<file path="config.mk">
export PLATFORM = sky130hd
export DESIGN_NAME = lcg_stim_sequencer
export DESIGN_NICKNAME = d
export VERILOG_FILES = /design/src/rtl/lcg_stim_sequencer.sv
export SDC_FILE = /design/constraint.sdc
export NUM_CORES = 1
export LEC_CHECK = 0
export BUFFER_PORTS_ARGS = -buffer_cell sky130_fd_sc_hd__buf_2
export CAP_MARGIN = 10
export CORE_MARGIN = 4
export CORE_UTILIZATION = 50
export CTS_BUF_LIST = sky130_fd_sc_hd__clkbuf_16
export CTS_CLUSTER_SIZE = 40
export DETAILED_ROUTE_END_ITERATION = 7
export PLACE_DENSITY = 0.74
export SLEW_MARGIN = 20
export SYNTH_ARGS = -nofsm -noshare
export SYNTH_HDL_FRONTEND = slang
export SYNTH_SLANG_ARGS = --single-unit
</file>
<file path="constraint.sdc">
create_clock -name clk -period 8.5 [get_ports clk]
set_input_delay 1.275 -clock clk [delete_from_list [all_inputs] [get_ports clk]]
set_output_delay 1.275 -clock clk [all_outputs]
set_load 0.02 [all_outputs]
</file>
<file path="src/rtl/lcg_stim_sequencer.sv">
`default_nettype none
// ============================================================================
// Module   : lcg_stim_sequencer
// Brief    : Builds IN_W-bit stimulus vectors from a 32-bit LCG chain, one word
//            per clock, and delivers them over valid/ready for a set run length.
// Revision : 1.0 - initial release
// ============================================================================
module lcg_stim_sequencer #(
    parameter int          IN_W  = 257,
    parameter logic [31:0] LCG_A = 32'h41C64E6D,
    parameter logic [31:0] LCG_C = 32'h3039
) (
    input  logic            clk,
    input  logic            rst,
    input  logic            start,
    input  logic [31:0]     seed,
    input  logic [31:0]     num_vec,
    output logic            vec_valid,
    input  logic            vec_ready,
    output logic [IN_W-1:0] vec_data,
    output logic [31:0]     vec_count,
    output logic            busy,
    output logic            done
);

    localparam int WORDS  = (IN_W + 31) / 32;
    localparam int LAST_W = IN_W - 32 * (WORDS - 1);
    localparam int KW     = (WORDS > 1) ? $clog2(WORDS) : 1;
    localparam logic [KW-1:0] c_K_LAST = KW'(WORDS - 1);

    typedef enum logic [1:0] {
        S_IDLE    = 2'd0,
        S_FILL    = 2'd1,
        S_PRESENT = 2'd2,
        S_DONE    = 2'd3
    } state_t;

    state_t         r_state;
    logic [31:0]    r_cur;
    logic [31:0]    r_num;
    logic [31:0]    r_count;
    logic [KW-1:0]  r_k;
    logic           r_valid;
    logic           r_busy;
    logic           r_done;

    logic [31:0]    w_next;
    logic [31:0]    w_count_inc;
    logic           w_fill;

    // Product is formed in a 32-bit context, so the mod 2^32 truncation is implicit.
    assign w_next      = r_cur * LCG_A + LCG_C;
    assign w_count_inc = r_count + 32'd1;
    assign w_fill      = (r_state == S_FILL);

    always_ff @(posedge clk) begin
        if (rst) begin
            r_state <= S_IDLE;
            r_cur   <= '0;
            r_num   <= '0;
            r_count <= '0;
            r_k     <= '0;
            r_valid <= 1'b0;
            r_busy  <= 1'b0;
            r_done  <= 1'b0;
        end else begin
            case (r_state)
                S_IDLE, S_DONE: begin
                    if (start) begin
                        r_cur   <= seed;
                        r_num   <= num_vec;
                        r_count <= '0;
                        r_k     <= '0;
                        if (num_vec == 32'd0) begin
                            r_state <= S_DONE;
                            r_busy  <= 1'b0;
                            r_done  <= 1'b1;
                        end else begin
                            r_state <= S_FILL;
                            r_busy  <= 1'b1;
                            r_done  <= 1'b0;
                        end
                    end
                end
                S_FILL: begin
                    r_cur <= w_next;
                    if (r_k == c_K_LAST) begin
                        r_k     <= '0;
                        r_state <= S_PRESENT;
                        r_valid <= 1'b1;
                    end else begin
                        r_k <= r_k + 1'b1;
                    end
                end
                S_PRESENT: begin
                    if (vec_ready) begin
                        r_valid <= 1'b0;
                        r_count <= w_count_inc;
                        if (w_count_inc == r_num) begin
                            r_state <= S_DONE;
                            r_busy  <= 1'b0;
                            r_done  <= 1'b1;
                        end else begin
                            r_k     <= '0;
                            r_state <= S_FILL;
                        end
                    end
                end
                default: r_state <= S_IDLE;
            endcase
        end
    end

    // One register per word; the top word keeps only the bits that fit in IN_W.
    for (genvar g = 0; g < WORDS; g++) begin : g_word
        localparam int WW = (g == WORDS - 1) ? LAST_W : 32;
        logic [WW-1:0] r_w;

        always_ff @(posedge clk) begin
            if (rst) begin
                r_w <= '0;
            end else if (w_fill && (r_k == KW'(g))) begin
                r_w <= w_next[WW-1:0];
            end
        end

        assign vec_data[g*32 +: WW] = r_w;
    end

    assign vec_valid = r_valid;
    assign vec_count = r_count;
    assign busy      = r_busy;
    assign done      = r_done;

endmodule
`default_nettype wire
</file>
# --- Word-level counts from Yosys, hierarchy flattened ---
# Cells that the tools add are included.
op_classes:
  eq_ne: 17
  mul: 1
  add_sub_neg: 3
  n_mux: 29
  reduce_logical: 23
op_table:
  columns: ["cell", "n"]
  rows:
  - ["32-bit one-hot mux with 2 select lines", 2]
  - ["32-bit two-way mux", 3]
  - ["32-bit by 1-bit adder with 32-bit output, second input constant", 1]
  - ["32-bit by 14-bit adder with 32-bit output, second input constant", 1]
  - ["32-bit equality test", 1]
  - ["32-bit logical NOT", 1]
  - ["32-bit by 31-bit multiplier with 32-bit output, second input constant", 1]
  - ["4-bit by 3-bit equality test with 1-bit output, second input constant", 4]
  - ["4-bit two-way mux", 4]
  - ["4-bit one-hot mux with 3 select lines", 1]
  - ["3-bit AND reduction", 4]
  - ["1-bit two-way mux", 10]
  - ["2-bit two-way mux", 5]
  - ["1-bit logical AND", 9]
  - ["4-bit by 2-bit equality test with 1-bit output, second input constant", 2]
  - ["2-bit inequality test, second input constant", 4]
  - ["1-bit one-hot mux with 2 select lines", 3]
  - ["2-bit one-hot mux with 3 select lines", 1]
  - ["2-bit nonzero test", 3]
  - ["4-bit by 1-bit adder with 4-bit output, second input constant", 1]
  - ["2-bit equality test, second input constant", 2]
  - ["4-bit by 1-bit equality test with 1-bit output, second input constant", 1]
  - ["4-bit equality test, second input constant", 1]
  - ["4-bit logical NOT", 1]
  - ["6 further kinds", 7]
totals:
  ff_bits: 362
  output_inout_bits: 292

# --- Depth between registers and ports, before layout ---
# Gate-level depths: netlist of the first run.
logic_depth:
  depth_word: 5
  depth_mapped: 29
  ltp_nobuf: 26

# --- Worst setup path after synthesis of the first run ---
# No wires, ideal clock.
synth_path:
  kind: "reg2reg"
  from: "register r_cur[0]"
  to: "register g_word[3].r_w[30]"
  path_stages_with_launch: 29
  arrival_ns: 6.865
  required_time_ns: 8.442
  period_less_slack_ns: 6.923
  slack_ns: 1.577
  n_path_buf: 4
  path_cell_list: "dfxtp_1 -> clkbuf_1 -> inv_1 -> ha_1 -> clkbuf_1 -> inv_1 -> ha_1 -> inv_1 -> fa_1 -> fa_1 -> inv_1 -> ha_1 -> inv_1 -> fa_1 -> inv_1 -> fa_1 -> fa_1 -> ha_1 -> buf_2 -> a21oi_2 -> o21ai_0 -> a311oi_1 -> o41ai_2 -> a22o_2 -> o21a_2 -> o311a_1 -> buf_2 -> nor3_1 -> a31o_2"
synth_between:
  elab_chain_cells: 2
synth_lines:
  columns: ["item", "line", "source"]
  rows:
  - ["start, declared", "39", "logic [31:0] r_cur;"]
  - ["start signal, assigned", "86", "r_cur <= w_next;"]
  - ["32-bit by 31-bit multiplier with 32-bit output", "52", "assign w_next = r_cur * LCG_A + LCG_C;"]
  - ["32-bit by 14-bit adder with 32-bit output", "52", null]
  - ["end signal, assigned", "123", "r_w <= w_next[WW-1:0];"]
  - ["end, declared", "117", "logic [WW-1:0] r_w;"]
# No other way between the ends.
# A chain may end at the register's enable or synchronous reset.

# --- Final worst setup path of the first run ---
layout_path:
  from: "register r_cur[5]"
  to: "register r_cur[23]"
layout_between:
  elab_chain_cells: 3
layout_lines:
  columns: ["item", "line", "source"]
  rows:
  - ["32-bit by 31-bit multiplier with 32-bit output", "52", null]
  - ["32-bit by 14-bit adder with 32-bit output", "52", null]
  - ["32-bit one-hot mux with 2 select lines", "67", "case (r_state)"]
# No other way between the ends.

==> results of run 1 <==
how the worst max path moves through the flow:
stage,to,depth (start not counted)
floorplan,g_word[3].r_w[30],28
global placement,r_cur[28],23
detailed placement,r_cur[23],23
CTS,r_cur[23],23
global route,r_cur[29],25
finish,r_cur[23],23
critical path, delay by kind of cell (launching register included):
kind	cells	cell delay, ns
and+or+nand+nor	4	1.17
adders and majority gates	9	3.97
DFF	1	0.71
xor gates and xnor gates	1	0.28
buffers and inverters	5	0.27
AOI/OAI and AO/OA	4	1.10
per-stage QoR:
step / utilization [%] / cell area [sq um] / instances / setup WS (ns)
CTS: 58.7 / 27400 / 3759 / 0.965
detailed placement: 55.8 / 26100 / 3687 / 1.03
global route: 58.7 / 27400 / 3759 / 0.507
finish: 58.7 / 27500 / 3763 / 0.886
global placement: 55.8 / 26100 / 3687 / 1.04
floorplan: - / 23700 / 2824 / 1.58
routing by layer:
metal | vias up | track usage (%)
met2 | 974 | 50.9
met4 | 2 | 12.8
met1 | 10231 | 39.4
met5 | - | 0
met3 | 227 | 6.03
li1 | 9795 | -
synthesized netlist by cell type (all sizes together), types with 6 or more instances:
cell    number
a211oi      45
a21o        11
a21oi      322
a221oi      13
a311oi       9
a31o         9
a31oi       16
and3        10
and4         9
buf         25
clkbuf     124
dfxtp      362
fa         185
ha         215
inv        387
mux2i       17
nand2      550
nand2b      10
nand3       32
nand4       22
nor2       141
nor3        41
nor4        23
o211ai       6
o21a         7
o21ai       53
or3          7
xnor2       76
xor2        34
layout make-up:
cell class | instances | area [sq um]
flip-flops and latches | 362 | 7250
repair buffers | 405 | 2150
well taps | 607 | 759
multi-input cells | 1926 | 14500
clock inverters | 32 | 333
inverters | 387 | 1450
fillers | 4144 | 19300
diodes | 4 | 10.0
clock buffers | 40 | 1000
kinds of logic after synthesis:
family,share of synthesized area (%)
multiplexers,0.812
adder cells (fa/ha/maj),26.9
buffers and inverters,8.62
XOR/XNOR,4.12
flip-flops,30.5
AND/OR/NAND/NOR,15.8
AO/OA/AOI/OAI,13.2
layout by cell type (no fill, tap or decap), types with 8 or more instances in the layout:
cell type / count
a211oi_1: 45
a21o_1: 11
a21oi_1: 320
a221oi_1: 13
a311oi_1: 8
a31o_2: 8
a31oi_1: 16
and3_1: 10
and4_1: 9
buf_2: 358
buf_4: 46
clkbuf_16: 40
dfxtp_1: 362
fa_1: 185
ha_1: 214
inv_1: 394
mux2i_1: 17
nand2_1: 550
nand2b_1: 10
nand3_1: 30
nand4_1: 17
nor2_1: 136
nor3_1: 35
nor4_1: 20
o21ai_0: 51
xnor2_1: 74
xor2_1: 33
flip-flops by register name, indices dropped and copies added (netlist names):
name / flops
r_cur: 32
vec_count: 32
r_k: 4
busy: 1
r_state: 2
vec_valid: 1
done: 1
g_word.r_w: 257
r_num: 32
==> flow_metrics.tcl, run 1 <==
set metrics [dict create \
    synth.distinct_cells 76 \
    drt_iter0_markers 1791 \
    cts-root-buf "clkbuf_16" \
    maxCapViolations 0 \
    antenna_found_initial 5 \
    core_sq_mm 0.0468 \
    syn2layout_area_growth_pct 15.7 \
    startpoint "r_cur[5]" \
    clk_pin_slew_ns 0.07 \
    worstSetupEndpointType "flip-flop" \
    async_reset_ff_share_pct 0 \
    grt_max_degree 95 \
    post-route-period-util_pct 89.6 \
    finalMaxSlewViolations 0 \
    layout.nets 3590 \
    ys_top_cells_by_area "dfxtp_1 31%, fa_1 16%, ha_1 11%" \
    min_period_ns 7.61 \
    status "completed" \
    clkLatencyLatePin_ns 0.59 \
    rr_endpoint "r_cur[23]" \
    drive_gt1_share_pct 16.3 \
    ys.flop_type "dfxtp_1" \
    grt_pass1_vias 20846 \
    start_util_pct 50.8 \
    cts_setup_buffers 0 \
    worstHoldPathType "reg2reg" \
    r2r_start "r_cur[5]" \
    cts_buffer_depth 3 \
    top_layer "met5" \
    drt-vias-per-instance 5.64 \
    worstMarginPinSlew_ns 1.08 \
    syn_inst 2824 \
    cp.arrival_ns 8.08 \
    hold_end "g_word[1].r_w[17]" \
    cpMaxStageDelayCell "dfxtp_1" \
    synth_top_area_cell "dfxtp_1" \
    setup_viol 0 \
    cts_tree "done" \
    yosysSeqAreaShare_pct 30.5 \
    grt-ovfl-total 0 \
    syn_avg_cell_area_sq_um 8.40 \
    route.met3.wl_um 6920 \
    antenna_left 0 \
    numCtsBuffers 40 \
    dieWidth_um 226 \
    cts_resized 0 \
    worst_setup_path_start_kind "flip-flop" \
    route.detailed.drc 0 \
    r2r_setup_slack_ns 0.89 \
    synth_seq_cells 362 \
    ioPinCount 360 \
    rsz0062_at_grt "false" \
    finalHoldViolations 0 \
    die_y_um 226 \
    grt.total_usage_pct 30.7 \
    totalWireLength_um 79800 \
    place.gp.congestion 1.00 \
    hold_slack_ns 0.450 \
    met2_length_um 37600 \
    cts_sinks 362 \
    wl_met1_um 31300 \
    path_cells "ha_1 > xor2_1 > ha_1 > a21oi_1 > fa_1 > fa_1 > inv_1 > fa_1 > inv_1 > fa_1 > inv_1 > fa_1 > inv_1 > fa_1 > inv_1 > ha_1 > and3_1 > or2_2 > o41ai_2 > or4b_1 > o311ai_2 > nand2_1 > a221oi_1" \
    io_buffers 359 \
    yosys_warnings 0 \
    grt_pass1_wl_um 121000 \
    cpPeakStageDelay_ns 0.71 \
    synth-edff-count 0 \
    r2r_cells 23 \
    synth.net_count 3292 \
    skew_ns 0.0335 \
    ctsHoldBuffers 0 \
    cp.required_ns 8.97 \
    slew_headroom_pct 28.2 \
    detail_route.wl_per_cell_um 21.2 \
    cp_common_cell "fa_1" \
    dr.pass1.iters 6 \
    hold_depth 2 \
    synth.cell_area_sq_mm 0.0237 \
    yosysTopAreaCellShare_pct 30.5 \
    rows 79 \
    setup_tns_ns 0 \
    vias 21229 \
    cp_max_fo 11 \
    htreeDepth 2 \
    detailed_place_hpwl_um 60900 \
    holdCritStartpoint "g_word[1].r_w[17]" \
    die-area_sq_mm 0.0510 \
    max_freq_mhz 131 \
    path_class "reg2reg" \
]
Power of run 1 is left out: the tool's default activity adds up to more than one toggle a clock period on the data nets, which glitch-free logic cannot reach.
==> run 2, diff against run 1 <==
--- a/config.mk
+++ b/config.mk
@@ -5,7 +5,7 @@
 export SDC_FILE = /design/constraint.sdc
 export NUM_CORES = 1
 export LEC_CHECK = 0
-export BUFFER_PORTS_ARGS = -buffer_cell sky130_fd_sc_hd__buf_2
+export BUFFER_PORTS_ARGS = -buffer_cell sky130_fd_sc_hd__buf_4
 export CAP_MARGIN = 10
 export CORE_MARGIN = 4
 export CORE_UTILIZATION = 50
==> flow_metrics.tcl, run 2 (same netlist as run 1, synthesis figures left out) <==
set metrics [dict create \
    worstMarginPinSlew_ns 1.09 \
    grt-ovfl-total 0 \
    holdCritStartpoint "g_word[0].r_w[10]" \
    max_freq_mhz 134 \
    cts_sinks 362 \
    grt_pass1_vias 21427 \
    die_y_um 226 \
    grt.total_usage_pct 31.1 \
    cp.required_ns 8.98 \
    die-area_sq_mm 0.0510 \
    worst_setup_path_start_kind "flip-flop" \
    antenna_left 0 \
    finalHoldViolations 0 \
    detail_route.wl_per_cell_um 21.5 \
    hold_end "g_word[0].r_w[10]" \
    detailed_place_hpwl_um 61600 \
    core_sq_mm 0.0468 \
    syn2layout_area_growth_pct 19.2 \
    cts_buffer_depth 3 \
    skew_ns 0.0267 \
    dieWidth_um 226 \
    path_class "reg2reg" \
    drive_gt1_share_pct 16.4 \
    rsz0062_at_grt "false" \
    ctsHoldBuffers 0 \
    nFillCells 4035 \
    regMostFlops "g_word.r_w" \
    io_buffers 359 \
    cts_setup_buffers 0 \
    cpMaxStageDelayCell "dfxtp_1" \
    grt_max_degree 110 \
    cp_common_cell "fa_1" \
    grt_pass1_wl_um 123000 \
    rows 79 \
    setup_ws_ns 1.04 \
    cp.arrival_ns 7.94 \
    layout.nets 3589 \
    final_common_cell "nand2_1" \
    min_period_ns 7.46 \
    slew_headroom_pct 27.1 \
    maxCapViolations 0 \
    vias 21424 \
    cpPeakStageDelay_ns 0.62 \
    route.detailed.drc 0 \
    r2r_start "r_cur[6]" \
    cp_max_fo 10 \
    hold_depth 2 \
    setup_viol 0 \
    status "completed" \
    r2r_cells 25 \
    antenna_found_initial 1 \
    worstHoldPathType "reg2reg" \
    cts_resized 0 \
    worstSetupEndpointType "flip-flop" \
    ioPinCount 360 \
    r2r_setup_slack_ns 1.04 \
    largest_reg_flops 257 \
    drt_iter0_markers 1910 \
    setup_tns_ns 0 \
    start_util_pct 50.8 \
    mostFrequentLayoutCells "550 x nand2_1, 401 x buf_4, 390 x inv_1" \
    cts-root-buf "clkbuf_16" \
    finalMaxSlewViolations 0 \
    dr.pass1.iters 6 \
    place.gp.congestion 1.02 \
    clkLatencyLatePin_ns 0.58 \
    post-route-period-util_pct 87.8 \
    totalWireLength_um 80900 \
    rr_endpoint "r_cur[29]" \
    clk_pin_slew_ns 0.06 \
    diodes 0 \
    pre_cts_slack_ns 1.07 \
    htreeDepth 2 \
    numCtsBuffers 41 \
    drt-vias-per-instance 5.70 \
    cts_tree "done" \
]
-- run 2: cell count changes in the layout (fill, tap and decap cells not counted), moves of 2 or more --
cell,change
buf_2,-358
buf_4,+355
clkinvlp_4,+5
bufinv_16,-4
clkinv_2,+4
diode_2,-4
inv_1,-4
clkinv_1,+2
inv_6,-2
-- run 2: worst max-delay path, delay by kind of cell, from the launching register on --
kind	cells	cell delay, ns
xor+xnor	1	0.21
simple gates	5	1.22
fa+ha+maj	9	3.87
buf+inv	5	0.26
flops	1	0.62
compound gates	5	1.19
-- run 2: through the flow --
step / instances / hold slack, ns / util [%] / cell area [sq um]
2_1_floorplan: 2824 / 0.445 / - / 23700
3_3_place_gp: 3685 / 0.443 / 57.7 / 27000
3_5_place_dp: 3685 / 0.447 / 57.7 / 27000
4_1_cts: 3759 / 0.456 / 60.5 / 28300
5_1_grt: 3759 / 0.466 / 60.5 / 28300
6_report: 3759 / 0.457 / 60.5 / 28300
-- run 2: worst max-delay path by stage --
stage / from / to / cells past startpoint
2_1_floorplan: r_cur[0] / g_word[3].r_w[30] / 28
6_report: r_cur[6] / r_cur[29] / 25
4_1_cts: r_cur[6] / r_cur[23] / 23
3_3_place_gp: r_cur[6] / r_cur[29] / 25
5_1_grt: r_cur[6] / r_cur[29] / 25
3_5_place_dp: r_cur[6] / r_cur[23] / 23
-- run 2: routing by layer --
| layer | track usage (%) | part of all wire, % | vias up |
|---|---|---|---|
| met4 | 13.9 | 5.1 | 2 |
| met2 | 51.2 | 47 | 1036 |
| met5 | 0 | 0.016 | - |
| met1 | 39.7 | 38 | 10398 |
| met3 | 6.33 | 9.0 | 209 |
| li1 | - | - | 9779 |
-- run 2: final cells by class --
type / instances / area (sq um) / area share, %
flip-flops and latches: 362 / 7250 / 25.6
multi-input cells: 1926 / 14500 / 51.3
well taps: 607 / 759 / 2.68
clock inverters: 33 / 263 / 0.929
inverters: 387 / 1450 / 5.14
clock buffers: 41 / 1030 / 3.63
repair buffers: 403 / 3040 / 10.7
Power of run 2 is left out for the same reason.
==> run 3, diff against run 2 <==
--- a/config.mk
+++ b/config.mk
@@ -8,12 +8,13 @@
 export BUFFER_PORTS_ARGS = -buffer_cell sky130_fd_sc_hd__buf_4
 export CAP_MARGIN = 10
 export CORE_MARGIN = 4
-export CORE_UTILIZATION = 50
+export CORE_UTILIZATION = 55
 export CTS_BUF_LIST = sky130_fd_sc_hd__clkbuf_16
 export CTS_CLUSTER_SIZE = 40
 export DETAILED_ROUTE_END_ITERATION = 7
-export PLACE_DENSITY = 0.74
+export PLACE_DENSITY = 0.8
 export SLEW_MARGIN = 20
 export SYNTH_ARGS = -nofsm -noshare
 export SYNTH_HDL_FRONTEND = slang
 export SYNTH_SLANG_ARGS = --single-unit
+export TNS_END_PERCENT = 5
==> flow_metrics.tcl, run 3 (same netlist as run 1, synthesis figures left out) <==
set metrics [dict create \
    ioPinCount 360 \
    layout.nets 3580 \
    clkLatencyLatePin_ns 0.58 \
    die_y_um 216 \
    r2r_start "r_cur[7]" \
    antenna_left 0 \
    hold_slack_ns 0.454 \
    ctsHoldBuffers 0 \
    route.detailed.drc 0 \
    maxCapViolations 0 \
    rr_endpoint "r_cur[29]" \
    worst_setup_path_start_kind "flip-flop" \
    die-area_sq_mm 0.0465 \
    cts_tree "done" \
    worstMarginPinSlew_ns 1.22 \
    finalNonFillerCells 3718 \
    detail_route.wl_per_cell_um 21.5 \
    cts_setup_buffers 0 \
    cp.required_ns 8.98 \
    numCtsBuffers 39 \
    finalMaxSlewViolations 0 \
    worstHoldPathType "reg2reg" \
    holdCritStartpoint "g_word[2].r_w[17]" \
    setup_tns_ns 0 \
    cts_buffer_depth 3 \
    regMostFlops "g_word.r_w" \
    cts_resized 0 \
    grt_pass1_vias 21683 \
    core_sq_mm 0.0423 \
    setup_viol 0 \
    grt.total_usage_pct 33.5 \
    cts_sinks 362 \
    path_class "reg2reg" \
    dp_cells 3648 \
    final_common_cell "nand2_1" \
    mostFrequentLayoutCells "549 x nand2_1, 397 x inv_1, 394 x buf_4" \
    skew_ns 0.0267 \
    htreeDepth 2 \
    multi_input_area_sq_mm 0.0145 \
    post-route-period-util_pct 87.6 \
    drt-vias-per-instance 5.76 \
    max_freq_mhz 134 \
    antenna_found_initial 2 \
    slew_headroom_pct 18.4 \
    grt-ovfl-total 0 \
    finalHoldViolations 0 \
    start_util_pct 56.1 \
    totalWireLength_um 79800 \
    dieWidth_um 216 \
    r2r_setup_slack_ns 1.05 \
    status "completed" \
    largest_reg_flops 257 \
    drive_gt1_share_pct 16.0 \
    cts-root-buf "clkbuf_16" \
    rsz0062_at_grt "false" \
    place.gp.congestion 0.981 \
    nFillCells 3469 \
    fin_util_pct 66.4 \
    dr.pass1.iters 6 \
    min_period_ns 7.45 \
    drt_iter0_markers 2043 \
    hold_depth 2 \
    io_buffers 359 \
    grt_max_degree 227 \
    detailed_place_hpwl_um 60400 \
    clk_pin_slew_ns 0.06 \
    cp_max_fo 10 \
    worstSetupEndpointType "flip-flop" \
    hold_end "g_word[2].r_w[17]" \
    seq_area_sq_mm 0.00725 \
    grt_pass1_wl_um 123000 \
    vias 21415 \
    r2r_cells 25 \
    syn2layout_area_growth_pct 18.5 \
    rows 75 \
    cp.arrival_ns 7.92 \
]
[run 3: cell count changes in the layout (fill, tap and decap cells not counted), moves of 3 or more]
cell        delta
xnor2_1        -3
clkinvlp_4     -4
buf_4          -7
xnor2_2        +3
inv_1          +7
clkinv_2       -4
[run 3: how the worst max path moves through the flow]
| stage | start | endpoint | slack [ns] | cells past startpoint |
|---|---|---|---|---|
| final | r_cur[7] | r_cur[29] | 1.05 | 25 |
| after global routing | r_cur[5] | r_cur[29] | 0.63 | 25 |
| after CTS | r_cur[6] | r_cur[29] | 1.07 | 25 |
| after detailed placement | r_cur[6] | r_cur[29] | 1.12 | 25 |
| after global placement | r_cur[6] | r_cur[23] | 1.27 | 23 |
| after floorplan | r_cur[0] | g_word[3].r_w[30] | 1.58 | 28 |
[run 3: layout make-up]
| class | count | area share, % |
|---|---|---|
| inverters | 387 | 5.17 |
| repair buffers | 396 | 10.6 |
| clock inverters | 30 | 0.681 |
| well taps | 577 | 2.57 |
| clock buffers | 39 | 3.47 |
| flip-flops and latches | 362 | 25.8 |
| multi-input cells | 1926 | 51.7 |
| diodes | 1 | 0.00890 |
[run 3: worst max-delay path, stage by stage, from the launching register on]
cell and delay [ns]:
dfxtp_1 0.60, ha_1 0.39, xor2_1 0.22, ha_1 0.20
a21oi_1 0.27, fa_1 0.47, fa_1 0.49, inv_1 0.05
fa_1 0.49, inv_1 0.06, fa_1 0.54, inv_1 0.06
fa_1 0.48, inv_1 0.05, fa_1 0.47, inv_1 0.04
ha_1 0.37, and3_1 0.21, o311ai_0 0.33, a31oi_1 0.14
nand2_1 0.10, a31oi_1 0.17, or4_1 0.43, nand3_1 0.35
nand2_1 0.11, a221oi_1 0.26
[run 3: metal layers]
layer / GRT usage, % / vias to the layer above / share of wire (%)
met5: 0 / - / 0.0088
met4: 17.0 / 2 / 5.8
met3: 6.62 / 266 / 9.1
met2: 55.3 / 1059 / 48
met1: 41.8 / 10334 / 37
li1: - / 9754 / -
[run 3: metrics by stage]
stage                     setup slack (ns)  cell area, sq um
after detailed placement              1.12             26900
after floorplan                       1.58             23700
after CTS                             1.07             28100
final                                 1.05             28100
after global placement                1.27             26900
after global routing                 0.625             28100
Power of run 3 is left out for the same reason.
